==> config.mk <==
export PLATFORM = sky130hd
export DESIGN_NAME = load_unit
export DESIGN_NICKNAME = d
export VERILOG_FILES = /design/src/rtl/load_unit.sv
export SDC_FILE = /design/constraint.sdc
export NUM_CORES = 1
export LEC_CHECK = 0
export CORE_MARGIN = 4
export CORE_UTILIZATION = 46
export CTS_CLUSTER_SIZE = 24
export DETAILED_ROUTE_END_ITERATION = 10
export GPL_ROUTABILITY_DRIVEN = 0
export GPL_TIMING_DRIVEN = 0
export PLACE_DENSITY = 0.82
export SYNTH_ARGS = -nofsm -noshare
export SYNTH_HDL_FRONTEND = slang
export SYNTH_SLANG_ARGS = --single-unit
==> constraint.sdc <==
create_clock -name clock -period 3.6 [get_ports clock]
set_input_delay 0.9 -clock clock [delete_from_list [all_inputs] [get_ports clock]]
set_output_delay 0.9 -clock clock [all_outputs]
set_load 0.02 [all_outputs]
==> src/rtl/load_unit.sv <==
// rtl/load_unit.sv - RISC-V load unit: address check, single word read, byte/half/word extraction
module load_unit #(
    parameter int TAG_W = 6
) (
    input  logic             clock,
    input  logic             reset,
    input  logic             flush,
    input  logic             in_valid,
    output logic             in_ready,
    input  logic [31:0]      in_rs1,
    input  logic [31:0]      in_imm,
    input  logic [2:0]       in_funct3,
    input  logic [TAG_W-1:0] in_tag,
    output logic             mem_req_valid,
    input  logic             mem_req_ready,
    output logic [31:0]      mem_req_addr,
    input  logic             mem_resp_valid,
    input  logic [31:0]      mem_resp_data,
    output logic             out_valid,
    input  logic             out_ready,
    output logic [31:0]      out_data,
    output logic [TAG_W-1:0] out_tag,
    output logic             out_fault
);
    typedef enum logic [2:0] {
        S_IDLE,
        S_REQ,
        S_WAIT,
        S_DONE,
        S_DRAIN
    } state_t;

    state_t             state, state_nxt;
    logic [31:0]        ea_q;
    logic [2:0]         funct3_q;
    logic [TAG_W-1:0]   tag_q;
    logic [31:0]        data_q;
    logic               fault_q;

    logic [31:0]        ea_in;
    logic               illegal_in, misaligned_in, fault_in;
    logic               accept, capture;
    logic [31:0]        shifted;
    logic [31:0]        ext_data;

    assign ea_in         = in_rs1 + in_imm;
    assign illegal_in    = (in_funct3 == 3'b011) || (in_funct3 == 3'b110) || (in_funct3 == 3'b111);
    assign misaligned_in = ((in_funct3[1:0] == 2'b01) && ea_in[0]) ||
                           ((in_funct3[1:0] == 2'b10) && (ea_in[1:0] != 2'b00));
    assign fault_in      = illegal_in || misaligned_in;

    assign accept  = (state == S_IDLE) && in_valid && !flush;
    assign capture = (state == S_WAIT) && mem_resp_valid && !flush;

    // Byte/half lanes are brought down to bit 0 by the byte offset; halves are aligned here.
    assign shifted = mem_resp_data >> {ea_q[1:0], 3'b000};

    always_comb begin
        ext_data = mem_resp_data;
        case (funct3_q)
            3'b000:  ext_data = {{24{shifted[7]}}, shifted[7:0]};
            3'b001:  ext_data = {{16{shifted[15]}}, shifted[15:0]};
            3'b100:  ext_data = {24'd0, shifted[7:0]};
            3'b101:  ext_data = {16'd0, shifted[15:0]};
            default: ext_data = mem_resp_data;
        endcase
    end

    always_ff @(posedge clock) begin
        if (reset) begin
            state <= S_IDLE;
        end else begin
            state <= state_nxt;
        end
    end

    always_comb begin
        state_nxt     = state;
        in_ready      = 1'b0;
        mem_req_valid = 1'b0;
        out_valid     = 1'b0;
        case (state)
            S_IDLE: begin
                in_ready = 1'b1;
                if (accept) begin
                    state_nxt = fault_in ? S_DONE : S_REQ;
                end
            end
            S_REQ: begin
                mem_req_valid = 1'b1;
                if (flush) begin
                    // A request accepted in the flush cycle still owes us a response.
                    state_nxt = mem_req_ready ? S_DRAIN : S_IDLE;
                end else if (mem_req_ready) begin
                    state_nxt = S_WAIT;
                end
            end
            S_WAIT: begin
                if (flush) begin
                    state_nxt = mem_resp_valid ? S_IDLE : S_DRAIN;
                end else if (mem_resp_valid) begin
                    state_nxt = S_DONE;
                end
            end
            S_DONE: begin
                out_valid = 1'b1;
                if (flush || out_ready) begin
                    state_nxt = S_IDLE;
                end
            end
            S_DRAIN: begin
                if (mem_resp_valid) begin
                    state_nxt = S_IDLE;
                end
            end
            default: state_nxt = S_IDLE;
        endcase
    end

    always_ff @(posedge clock) begin
        if (reset) begin
            ea_q     <= 32'd0;
            funct3_q <= 3'd0;
            tag_q    <= '0;
            data_q   <= 32'd0;
            fault_q  <= 1'b0;
        end else begin
            if (accept) begin
                ea_q     <= ea_in;
                funct3_q <= in_funct3;
                tag_q    <= in_tag;
                fault_q  <= fault_in;
                data_q   <= 32'd0;
            end
            if (capture) begin
                data_q <= ext_data;
            end
        end
    end

    assign mem_req_addr = {ea_q[31:2], 2'b00};
    assign out_data     = data_q;
    assign out_tag      = tag_q;
    assign out_fault    = fault_q;

endmodule

==> run summary <==
Pwr
- 198 uV — peak supply drop
- 31.1% — switching fraction of total power
- 33.5% — sequential share of power
- 2.88 nW — Static Leak
- 34.9% — proportion of power drawn by the clock network
- 31.6% — Logic pwr share
- 363 nW/um^2 — power per cell area
- 856 uW — switching power
- 1.90 mW — Int Pwr

Setup path
- in2reg — Worst Setup Path Type
- 8 — number of cells on the worst reg-to-reg path
- 3.61 ns — arrival time worst endpoint
- 3.80 ns — required arrival time at the worst endpoint
- 9 — largest fanout on the critical path
- 1.07 ns — flop-to-flop setup slack
- input port — startpoint type of the worst setup path
- flop — sort of element at the end of the critical path

Place
- 7280 sq um — post-place instance area
- -0.0298 ns — worst slack, placed
- 14,300 microns — hpwl dp
- 182 — count of port buffers added during placement

Yosys
- dfxtp_1 29%, a21oi_1 9.2%, nand2_1 8.4% — ranking of synthesized cells by area
- 29.2% — sequential cell area fraction in the yosys report
- 77 — synthesis-stage register bit count
- dfxtp_1 — Synth area leader
- 0 — Yosys warning total
- 65 — count of cell types in the netlist
- 7.47 sq um — syn avg cell area
- 0% — FFs w/ async S/R, synth
- dfxtp_1 — Primary FF master, synth
- 0 — number of synthesized flops with an enable pin
- 5280 sq um — area of the mapped netlist
- 29.2% — share of the synthesized area in the top cell type
- 707 — Post-Synthesis Cells

Floorplan
- 47.9% — effective utilization at floorplan
- 115 microns — floorplan die height
- 38 — Cell Rows
- 186 — Top-Level Pins
- 115 microns — width of the die
- 11,000 sq um — floorplan core area
- 13,300 sq um — total die area

Final layout
- 0 — ANT cells
- 1,045 — number of nets in the layout
- 43.6% — area growth from synthesis to layout
- 7580 sq um — final non-filler cell area
- 7.19% — share of post-route cells with drive strength above 1

STA
- 293 MHz — Max Fclk
- 0 — Hold Fails Final Rpt
- no — setup repair after global routing missed its margin
- 3.42 ns — final period demand of the worst path
- 0.00538 ns — Final Skew
- 0.455 ns — Fin Hold WS
- 55.5% — Slew Limit Headroom
- 0.184 ns — minimum setup slack in the final design
- 0.667 ns — slew at the pin with the worst max-slew slack
- 0 — number of slew-limit violations in the final report
- 0 — setup violators final
- 94.9% — Final period util

Detailed routing
- 6 — number of iterations in the first detailed-routing pass
- 0 — DRC violations left
- 17.2 microns — detail-routed net length per standard cell
- 6,020 — total via count after detailed routing
- 5.77 — via/cell ratio
- 0 — number of routed nets with antenna violations
- 510 — number of DRC violations after detailed-routing iteration 0
- 17,900 microns — sum of routed wire length over all layers

Clock network
- 9 — number of CTS-inserted buffers
- clkbuf_16 — CTS Root Cell
- built — CTS tree
- 2 — Max Root-Sink Buffers
- 0 — post-CTS setup-driven buffer insertion count
- 0.33 ns — clock network latency to the later pin of the worst-skew pair
- 3 — level count of the clock H-tree
- 0 — post-cts repair resize count
- 0.06 ns — clock-pin slew on the worst setup and hold paths
- 77 — TritonCTS sink count
- 0 — number of buffers inserted for hold repair after clock tree synthesis

Worst hold path
- 2 — depth of the worst hold-timing path
- reg2reg — path category of the worst min-delay check

Global routing
- 25.9% — Total GRT Usage
- 13 — pin count of the biggest net entering global routing
- 5,861 — vias in the first global route
- 27,800 microns — first-pass GRT wire length
- 0 — number of antenna violations at the first check in global routing
- 0 — total congestion overflow

Outcome
- finished clean — run status

Flow run
- 0 — # Max-Cap Violations

==> power by group through the flow <==
stage / clock, mW / sequential, mW / combinational [mW]
after floorplan: 0 / 0.944 / 0.506
after global routing: 0.997 / 0.926 / 0.937
final: 0.962 / 0.922 / 0.869
after CTS: 0.959 / 0.921 / 0.857
after global placement: 0 / 0.938 / 0.831
after detailed placement: 0 / 0.940 / 0.849
==> per-stage QoR <==
| stage | power (mW) | util, % | setup TNS (ns) | std cells |
|---|---|---|---|---|
| 3_5_place_dp | 1.79 | 66.0 | -0.0649 | 1030 |
| 2_1_floorplan | 1.45 | - | 0 | 708 |
| 3_3_place_gp | 1.77 | 66.0 | -0.0523 | 1030 |
| 6_report | 2.75 | 68.8 | 0 | 1044 |
| 5_1_grt | 2.86 | 68.8 | 0 | 1044 |
| 4_1_cts | 2.74 | 68.8 | 0 | 1044 |
==> critical path, stage by stage <==
cell             delay [ns]
clkdlybuf4s50_1        0.40
ha_1                   0.29
clkbuf_1               0.22
a211oi_1               0.39
o211ai_1               0.20
a21boi_0               0.49
o21a_1                 0.20
nor2_1                 0.05
a311oi_1               0.34
o32ai_1                0.13
==> cell usage after synthesis, types with 3 or more instances <==
library cell and count:
a41oi_1 3, clkbuf_1 33, buf_2 5, o211ai_1 4, inv_1 7, and3_1 7, a211oi_1 7, nor3_1 9
a21o_1 12, o21bai_1 3, mux2i_1 10, nand2_1 118, ha_1 31, nand2b_1 3, buf_4 33, xnor2_1 11
o21ai_0 56, o22ai_1 3, nor2b_1 12, nand3_1 14, dfxtp_1 77, buf_1 4, nand4_1 7, or3_1 4
xor2_1 15, o21ai_1 13, a21oi_1 97, nor2_1 41, a22oi_1 17
==> layout by cell type, fill, tap and decap left out, types with 15 or more instances in the layout <==
| master | netlist | final |
|---|---|---|
| a22oi_1 | 17 | 17 |
| xor2_1 | 15 | 15 |
| clkbuf_1 | 33 | 34 |
| o21ai_0 | 56 | 56 |
| buf_4 | 33 | 33 |
| clkdlybuf4s50_1 | 0 | 182 |
| a21oi_1 | 97 | 97 |
| nand2_1 | 118 | 118 |
| nor2_1 | 41 | 41 |
| ha_1 | 31 | 31 |
| dfxtp_1 | 77 | 77 |
==> layout make-up <==
class / count / area [sq um]
fill: 909 / 3450
multi-input combinational: 549 / 3300
timing repair buffer: 182 / 1820
sequential: 77 / 1540
buffer: 75 / 412
clock buffer: 10 / 229
tap: 140 / 175
clock inverter: 4 / 75.1
inverter: 7 / 26.3
==> registers in the layout (all words and copies together) (netlist names) <==
| signal | flops |
|---|---|
| ea_q | 32 |
| out_data | 32 |
| out_tag | 6 |
| funct3_q | 3 |
| state | 3 |
| out_fault | 1 |
==> metal layers <==
layer | share of wire [%] | vias to the layer above | track usage [%]
met5 | 0 | - | 0
met2 | 50 | 361 | 45.7
li1 | - | 2869 | -
met4 | 3.3 | 0 | 11.2
met1 | 38 | 2723 | 30.7
met3 | 9.2 | 67 | 4.63
==> logic make-up (layout without fill, tap and decap cells) <==
| family | Yosys count | after routing | synth area share, % |
|---|---|---|---|
| compound gates | 250 | 250 | 29.2 |
| simple gates | 228 | 228 | 19.1 |
| buf+inv | 82 | 278 | 8.29 |
| flops | 77 | 77 | 29.2 |
| fa+ha+maj | 32 | 32 | 7.73 |
| xor+xnor | 26 | 26 | 4.31 |
| mux | 11 | 11 | 2.11 |
| other cells | 1 | 2 | 0.0710 |
==> worst paths after layout <==
kind / startpoint / to
setup / recovery: in_rs1[15] / ea_q[30]$_SDFFE_PP0P_
hold / removal: ea_q[7]$_SDFFE_PP0P_ / ea_q[7]$_SDFFE_PP0P_
setup reg to reg: state[0]$_SDFFE_PP0P_ / out_data[27]$_SDFFE_PP0P_
hold reg to reg: ea_q[7]$_SDFFE_PP0P_ / ea_q[7]$_SDFFE_PP0P_
Note: power is estimated with default switching activity, not from simulation.
